**src/rtl/cut_seq_pkg.sv**
```systemverilog
// Shared types and constants for the CUT vector sequencer.
// FSM state encoding, pass counter width and the MISR feedback polynomial.
package cut_seq_pkg;

    typedef enum logic [2:0] {
        S_IDLE,
        S_APPLY,
        S_SETTLE,
        S_CAPTURE,
        S_DONE
    } state_t;

    localparam int PASS_W = 16;

    // x^32 + x^22 + x^2 + x + 1
    localparam logic [31:0] MISR_TAPS = 32'h8020_0003;

    function automatic logic [PASS_W-1:0] sat_inc(
        input logic [PASS_W-1:0] v
    );
        return (&v) ? v : v + 1'b1;
    endfunction

endpackage

```
**src/rtl/cut_seq_misr.sv**
```systemverilog
// Multiple-input signature register folding CUT responses into a signature.
// Cleared on run start; updated once per capture.
module cut_seq_misr
    import cut_seq_pkg::*;
#(
    parameter int OUT_W = 32
) (
    input  logic             clk,
    input  logic             rst,
    input  logic             clr,
    input  logic             en,
    input  logic [OUT_W-1:0] din,
    output logic [OUT_W-1:0] sig
);

    localparam logic [OUT_W-1:0] TAPS = OUT_W'(MISR_TAPS);

    logic fb;

    assign fb = ^(sig & TAPS);

    always_ff @(posedge clk) begin
        if (rst || clr) begin
            sig <= '0;
        end else if (en) begin
            sig <= {sig[OUT_W-2:0], fb} ^ din;
        end
    end

endmodule

```
**src/rtl/cut_vector_sequencer.sv**
```systemverilog
// Replays a vector table onto a combinational CUT, waits, captures responses.
// Define CUT_SEQ_MISR_EN to build the response-signature MISR.
module cut_vector_sequencer
    import cut_seq_pkg::*;
#(
    parameter int VEC_W      = 41,
    parameter int OUT_W      = 32,
    parameter int DEPTH      = 8,
    parameter int ADDR_W     = $clog2(DEPTH),
    parameter int SETTLE_CYC = 1
) (
    input  logic              clk,
    input  logic              rst,
    input  logic              vec_wr_en,
    input  logic [ADDR_W-1:0] vec_wr_addr,
    input  logic [VEC_W-1:0]  vec_wr_data,
    input  logic [ADDR_W:0]   num_vec,
    input  logic              loop_en,
    input  logic              start,
    input  logic              stop,
    output logic [VEC_W-1:0]  cut_in,
    input  logic [OUT_W-1:0]  cut_out,
    output logic              cap_valid,
    output logic [OUT_W-1:0]  cap_data,
    output logic [ADDR_W-1:0] cap_idx,
    output logic [PASS_W-1:0] pass_cnt,
    output logic              busy,
    output logic              done,
    output logic [OUT_W-1:0]  signature
);

    localparam int CNT_W = $clog2(SETTLE_CYC + 1);
    localparam logic [ADDR_W:0]  DEPTH_L     = (ADDR_W + 1)'(DEPTH);
    localparam logic [CNT_W-1:0] SETTLE_LAST = CNT_W'(SETTLE_CYC - 1);

    state_t state, state_nxt;

    logic [VEC_W-1:0]  vec_tab [DEPTH];
    logic [ADDR_W-1:0] idx;
    logic [ADDR_W:0]   num_lat;
    logic              loop_lat;
    logic [CNT_W-1:0]  settle_cnt;

    logic start_acc;
    logic bad_num;
    logic last_vec;
    logic settle_done;

    assign start_acc   = (state == S_IDLE) && start && !stop;
    assign bad_num     = (num_vec == '0) || (num_vec > DEPTH_L);
    assign last_vec    = ({1'b0, idx} == (num_lat - 1'b1));
    assign settle_done = (settle_cnt == SETTLE_LAST);
    assign busy        = (state == S_APPLY) || (state == S_SETTLE)
                      || (state == S_CAPTURE);

    always_comb begin
        state_nxt = state;
        unique case (state)
            S_IDLE: begin
                if (start_acc) begin
                    state_nxt = bad_num ? S_DONE : S_APPLY;
                end
            end
            S_APPLY: begin
                state_nxt = stop ? S_DONE : S_SETTLE;
            end
            S_SETTLE: begin
                if (stop) begin
                    state_nxt = S_DONE;
                end else if (settle_done) begin
                    state_nxt = S_CAPTURE;
                end
            end
            S_CAPTURE: begin
                if (stop || (last_vec && !loop_lat)) begin
                    state_nxt = S_DONE;
                end else begin
                    state_nxt = S_APPLY;
                end
            end
            S_DONE: begin
                state_nxt = S_IDLE;
            end
            default: begin
                state_nxt = S_IDLE;
            end
        endcase
    end

    always_ff @(posedge clk) begin
        if (rst) begin
            state      <= S_IDLE;
            idx        <= '0;
            num_lat    <= '0;
            loop_lat   <= 1'b0;
            settle_cnt <= '0;
            cut_in     <= '0;
            cap_valid  <= 1'b0;
            cap_data   <= '0;
            cap_idx    <= '0;
            pass_cnt   <= '0;
            done       <= 1'b0;
        end else begin
            state     <= state_nxt;
            cap_valid <= (state == S_CAPTURE);
            done      <= (state == S_DONE);

            if (start_acc) begin
                num_lat  <= num_vec;
                loop_lat <= loop_en;
                idx      <= '0;
                pass_cnt <= '0;
            end

            if (state == S_APPLY) begin
                cut_in     <= vec_tab[idx];
                settle_cnt <= '0;
            end

            if (state == S_SETTLE) begin
                settle_cnt <= settle_cnt + 1'b1;
            end

            // A capture coinciding with stop still lands; a finished
            // pass is counted even if stop arrives on its last capture.
            if (state == S_CAPTURE) begin
                cap_data <= cut_out;
                cap_idx  <= idx;
                if (last_vec) begin
                    pass_cnt <= sat_inc(pass_cnt);
                    idx      <= '0;
                end else begin
                    idx <= idx + 1'b1;
                end
            end
        end
    end

    // Table is not reset; writes are locked out while a run is active.
    always_ff @(posedge clk) begin
        if (vec_wr_en && !busy && (32'(vec_wr_addr) < DEPTH)) begin
            vec_tab[vec_wr_addr] <= vec_wr_data;
        end
    end

`ifdef CUT_SEQ_MISR_EN
    cut_seq_misr #(
        .OUT_W (OUT_W)
    ) u_misr (
        .clk (clk),
        .rst (rst),
        .clr (start_acc),
        .en  (state == S_CAPTURE),
        .din (cut_out),
        .sig (signature)
    );
`else
    assign signature = '0;
`endif

endmodule

```
**config.mk**
```make
export PLATFORM = sky130hd
export DESIGN_NAME = cut_vector_sequencer
export DESIGN_NICKNAME = d
export VERILOG_FILES = /design/src/rtl/cut_seq_pkg.sv /design/src/rtl/cut_seq_misr.sv /design/src/rtl/cut_vector_sequencer.sv
export SDC_FILE = /design/constraint.sdc
export NUM_CORES = 1
export LEC_CHECK = 0
export BUFFER_PORTS_ARGS = -buffer_cell sky130_fd_sc_hd__buf_2
export CAP_MARGIN = 20
export CORE_MARGIN = 8
export CORE_UTILIZATION = 23
export DETAILED_ROUTE_END_ITERATION = 12
export GPL_TIMING_DRIVEN = 1
export PLACE_DENSITY = 0.48
export SYNTH_ARGS = -nofsm -noshare
export SYNTH_HDL_FRONTEND = slang
export SYNTH_SLANG_ARGS = --single-unit
```
**constraint.sdc**
```tcl
create_clock -name clk -period 4.6 [get_ports clk]
set_input_delay 0 -clock clk [delete_from_list [all_inputs] [get_ports clk]]
set_output_delay 0 -clock clk [all_outputs]
set_load 0.005 [all_outputs]
```
==> flow_metrics.tcl, run 1 <==
set metrics [dict create \
    io_buffers 180 \
    synthToLayoutAreaGrowth_pct 26.8 \
    clk_latency_ns 0.59 \
    grt_max_degree 83 \
    r2r_slack_ns 1.71 \
    cpMostUsedCell "nor2_1" \
    antenna_found_initial 5 \
    wl_um 41700 \
    synth_edf_count 328 \
    cp-end-kind "flop" \
    fin_skew_ns 0.0195 \
    cp-startpoint "state[0]" \
    cts_buffers 50 \
    netlist_instances 1014 \
    drv_cap 0 \
    fp.coreArea_sq_um 72500 \
    critPathKind "flop to flop" \
    placedCellCount 2112 \
    crit_buf_inv 1 \
    fin_nets 1381 \
    relSlewSlack_pct 34.9 \
    finalSetupViolCount 0 \
    p_leak_nw 7.04 \
    fillCellCount 7251 \
    synth_area_sq_um 16700 \
    synth.top_cells.by_area "edfxtp_1 59%, dfxtp_1 13%, mux4_2 11%" \
    min_period_ns 2.89 \
    ant_nets 0 \
    final_max_slew_viol_count 0 \
    path_max_fanout 25 \
    grt_pass1_wl_um 62900 \
    async_reset_ff_share_pct 0 \
    status "finished, final reports clean" \
    track_usage_pct 9.93 \
    crit_slowest_cell "nor2_4" \
    synth_top_area_share_pct 58.8 \
    synth.distinct_cells 57 \
    worst_pin_slew_ns 0.976 \
    design_area_sq_um 21200 \
    drc 0 \
    start_util_pct 23.1 \
    dpl-instance-area_sq_um 18700 \
    first_global_vias 10000 \
    place_hpwl_um 25900 \
    yosys_warnings 0 \
    synth_top_area_cell "edfxtp_1" \
    synth_most_common_cell "edfxtp_1" \
    clockBufferDepth 3 \
    synth.avg_cell_area_sq_um 16.5 \
    ys_top_cells_by_count "328 x edfxtp_1, 106 x dfxtp_1, 89 x nand2_1" \
    start_kind "flop" \
    critPathMaxStageDelay_ns 0.73 \
    synth_flop_cell "edfxtp_1" \
    vias_per_cell 4.18 \
    crit_chain "nor2_1 -> nor2_1 -> or3b_2 -> nor2_4 -> buf_4" \
    die_w_um 286 \
    io_pins 213 \
    cts_root_buf "clkbuf_16" \
    fmax_ghz 0.346 \
    crit_family "simple AND/OR/NAND/NOR gates" \
    rows 99 \
    gp_congestion 0.741 \
    vias 9586 \
    cts_tree "built" \
    drt_pre_antenna_iters 4 \
    grt_overflow 0 \
    hold_violations 0 \
    regArea_sq_um 12000 \
    post-route-period-util_pct 62.9 \
    clkTransAtPathRegs_ns 0.06 \
    ys_ff_latch 434 \
    cp.arrival_ns 3.15 \
    min_path_type "primary input to flop" \
    post_cts_buffers 0 \
    multiInputGateArea_sq_um 4420 \
    rsz0062_at_grt "no" \
    drive_gt1_share_pct 28.8 \
    p_per_area_nw_per_um2 407 \
    drt-initial-drc-count 488 \
    clock_sinks 434 \
    wl_per_cell_um 18.2 \
    reg2reg_from "state[0]" \
    setup_tns_ns 0 \
    die_h_um 286 \
    htree_levels 2 \
    die_area_sq_um 81700 \
    vdd.ir_drop.worst_mv 0.251 \
    stdcell_count 2295 \
    worstPathRequired_ns 4.86 \
    min_from "vec_wr_addr[1]" \
    ys_seq_area_share_pct 71.5 \
]
[cells in the final DEF, fill, tap and decap left out, drive strengths merged, types with 5 or more instances in the layout]
master       instances
conb                32
nand2b               6
a21oi               48
nor2                68
o21ai                9
edfxtp             328
dlygate4sd3         87
nor3                 8
nand3               11
a211oi              41
dfxtp              106
clkinv              18
buf                200
o211ai               6
mux4                82
clkbuf              67
inv                  9
mux2i               46
nand2               89
o31ai                5
or4                  6
[logic make-up (layout without fill, tap and decap cells)]
group / count (synthesis) / after routing / synth area share [%]
DFF: 434 / 434 / 71.5
and+or+nand+nor: 220 / 220 / 6.17
muxes: 128 / 128 / 13.8
AOI/OAI and AO/OA: 122 / 122 / 4.77
buffers and inverters: 100 / 387 / 3.16
xor gates and xnor gates: 6 / 6 / 0.359
adders and majority gates: 3 / 3 / 0.224
other: 1 / 36 / 0.0224
[power by group]
group          switching, mW  total (mW)  internal, mW  leakage (nW)
sequential            0.0287        4.33          4.30          3.84
combinational          0.204       0.349         0.145          2.40
clock                   1.61        3.96          2.35         0.809
[final timing paths]
kind / endpoint / depth (start not counted)
worst max-delay path: vec_tab[2][29] / 5
worst min-delay path: vec_tab[7][28] / 3
worst max register to register: vec_tab[2][29] / 5
worst min register to register: cap_data[21] / 2
[per-layer routing]
metal  GRT usage (%)  share of wire (%)
met3            2.82                6.9
met5               0              0.055
met2            16.0                 46
met1            13.0                 44
met4            2.92                2.3
[through the flow]
step,power [mW],worst slack [ns],hold slack [ns],util (%)
2_1_floorplan,4.56,0.0879,0.0989,-
3_3_place_gp,4.70,1.63,0.242,25.8
3_5_place_dp,4.71,1.64,0.247,25.8
4_1_cts,8.78,1.61,0.0164,29.3
5_1_grt,8.94,1.44,0.0467,29.3
6_report,8.63,1.71,0.0692,29.3
[what timing repair did]
item	in CTS	in global routing
resized for setup	0	0
hold buffers	87	0
hold endpoints to repair	400	0
[flip-flops by register name (all words and copies together) (netlist names)]
| name | flops |
|---|---|
| pass_cnt | 16 |
| cap_data | 32 |
| idx | 3 |
| vec_tab | 328 |
| settle_cnt | 1 |
| done | 1 |
| num_lat | 4 |
| cut_in | 41 |
| cap_valid | 1 |
| cap_idx | 3 |
| loop_lat | 1 |
| state | 3 |
[area by class of cell]
type	count	share of cell area, %
Timing Repair Buffer	287	9.06
Antenna cell	4	0.0472
Sequential cell	434	56.4
Multi-Input combinational cell	511	20.8
Tap cell	959	5.65
Clock buffer	67	6.52
Clock inverter	25	1.31
Inverter	8	0.141
[worst reg2reg max path, delay by kind of cell (launching register included)]
family                 cells  cell delay, ns
flip-flops                 1            0.43
buffers and inverters      1            0.43
AND/OR/NAND/NOR            4            1.69
No activity file was read; power rests on OpenSTA's default activity.
==> inputs of run 2 (changes only) <==
--- a/config.mk
+++ b/config.mk
@@ -11,7 +11,7 @@
 export CORE_UTILIZATION = 23
 export DETAILED_ROUTE_END_ITERATION = 12
 export GPL_TIMING_DRIVEN = 1
-export PLACE_DENSITY = 0.48
+export PLACE_DENSITY = 0.47
 export SYNTH_ARGS = -nofsm -noshare
 export SYNTH_HDL_FRONTEND = slang
 export SYNTH_SLANG_ARGS = --single-unit
==> constraint.sdc (replaced) <==
create_clock -name clk -period 2.83 [get_ports clk]
set_input_delay 0 -clock clk [delete_from_list [all_inputs] [get_ports clk]]
set_output_delay 0 -clock clk [all_outputs]
set_load 0.005 [all_outputs]
==> flow_metrics.tcl, run 2 (synthesized netlist as in run 1, its figures left out) <==
set metrics [dict create \
    status "finished, final reports clean" \
    synthToLayoutAreaGrowth_pct 27.4 \
    hold_violations 0 \
    crit_buf_inv 1 \
    rsz0062_at_grt "no" \
    path_max_fanout 19 \
    rows 99 \
    p_sw_share_pct 21.6 \
    cpMostUsedCell "nor2_1" \
    power_switching_mw 2.99 \
    reg_top3 "vec_tab x328, cut_in x41, cap_data x32" \
    relSlewSlack_pct 34.5 \
    gp_congestion 0.757 \
    drv_cap 0 \
    finalSetupViolCount 0 \
    final_common_cell "edfxtp_1" \
    die_area_sq_um 81700 \
    io_pins 213 \
    vias_per_cell 4.20 \
    vdd.ir_drop.worst_mv 0.373 \
    io_buffers 180 \
    cp.arrival_ns 2.73 \
    stdcell_count 2295 \
    final_max_slew_viol_count 0 \
    start_util_pct 23.1 \
    grt_overflow 0 \
    reg2reg_from "state[0]" \
    htree_levels 2 \
    seqPwrFrac_pct 50.8 \
    placedCellCount 2116 \
    min_from "vec_wr_addr[0]" \
    first_global_vias 10100 \
    fin_skew_ns 0.0100 \
    wl_per_cell_um 18.2 \
    crit_chain "nor2_1 -> nor2_1 -> or3b_2 -> nor3_4 -> buf_12" \
    cts_tree "built" \
    post-route-period-util_pct 86.4 \
    worstPathRequired_ns 3.11 \
    vias 9647 \
    crit_slowest_cell "or3b_2" \
    die_w_um 286 \
    fin_nets 1382 \
    clockBufferDepth 3 \
    cp-end-kind "flop" \
    critPathMaxStageDelay_ns 0.59 \
    place_hpwl_um 25900 \
    min_path_type "primary input to flop" \
    track_usage_pct 9.91 \
    p_per_area_nw_per_um2 649 \
    worst_pin_slew_ns 0.983 \
    drt-initial-drc-count 511 \
    drt_pre_antenna_iters 5 \
    start_kind "flop" \
    setup_slack_ns 0.385 \
    cts_root_buf "clkbuf_16" \
    wl_um 41900 \
    fp.coreArea_sq_um 72500 \
    die_h_um 286 \
    critPathKind "flop to flop" \
    clock_sinks 434 \
    cts_buffers 50 \
    fin_hold_ws_ns 0.115 \
    cp-startpoint "state[0]" \
    largest_register "vec_tab" \
    crit_family "simple AND/OR/NAND/NOR gates" \
    grt_pass1_wl_um 63100 \
    drc 0 \
    clkTransAtPathRegs_ns 0.06 \
    ant_nets 0 \
    post-route-util_pct 29.4 \
    fmax_ghz 0.409 \
    cts_resized 0 \
    p_leak_nw 7.06 \
    antenna_found_initial 4 \
    place_ws_ns 0.403 \
    clk_latency_ns 0.59 \
    min_period_ns 2.45 \
    comb_power_share_pct 4.3 \
    power_frac_clock_pct 45.0 \
    grt_max_degree 87 \
    p_int_mw 10.9 \
    final_cell_mix "328 x edfxtp_1, 179 x buf_2, 103 x dfxtp_1" \
    drive_gt1_share_pct 28.9 \
    largest_register_ff_count 328 \
]
run 2: routing by layer:
layer | track usage, % | up-vias | part of all wire [%]
met5 | 0 | - | 0.062
met4 | 2.69 | 4 | 2.1
met3 | 2.64 | 68 | 6.8
met2 | 15.7 | 260 | 45
met1 | 13.4 | 4862 | 46
li1 | - | 4453 | -
run 2: metrics by stage:
| stage | instance area, sq um | setup TNS, ns | total power, mW |
|---|---|---|---|
| floorplan | 16900 | -99.17 | 7.41 |
| global placement | 18900 | 0 | 7.66 |
| detailed placement | 18900 | 0 | 7.67 |
| CTS | 21300 | 0 | 14.1 |
| global route | 21300 | 0 | 14.4 |
| finish | 21300 | 0 | 13.8 |
run 2: area by class of cell:
| cell class | instances | area, sq um |
|---|---|---|
| Fill cell | 7231 | 51100 |
| Sequential cell | 434 | 12000 |
| Multi-Input combinational cell | 511 | 4430 |
| Timing Repair Buffer | 288 | 2070 |
| Clock buffer | 71 | 1390 |
| Tap cell | 959 | 1200 |
| Clock inverter | 23 | 229 |
| Inverter | 8 | 30.0 |
| Antenna cell | 1 | 2.50 |
run 2: power groups by stage:
stage | registers [mW] | clock network, mW | logic (mW)
4_1_cts | 7.03 | 6.46 | 0.604
3_5_place_dp | 7.17 | 0 | 0.503
2_1_floorplan | 7.17 | 0 | 0.246
5_1_grt | 7.04 | 6.67 | 0.653
6_report | 7.03 | 6.22 | 0.589
3_3_place_gp | 7.16 | 0 | 0.495
run 2: worst min-delay path, stage by stage:
cell and delay (ns):
buf_2 0.11, or3b_2 0.27, nor3_4 0.13
run 2: timing repair:
| action | CTS | global route |
|---|---|---|
| hold endpoints to repair | 394 | 0 |
| buffers inserted | 0 | 0 |
| hold buffers | 84 | 0 |
run 2: final timing paths:
kind	slack, ns	endpoint	cells after the start
worst max register to register	0.38	vec_tab[0][16]	5
worst min register to register	0.45	cap_data[31]	2
worst min-delay path	0.12	vec_tab[0][24]	3
worst max-delay path	0.38	vec_tab[0][16]	5
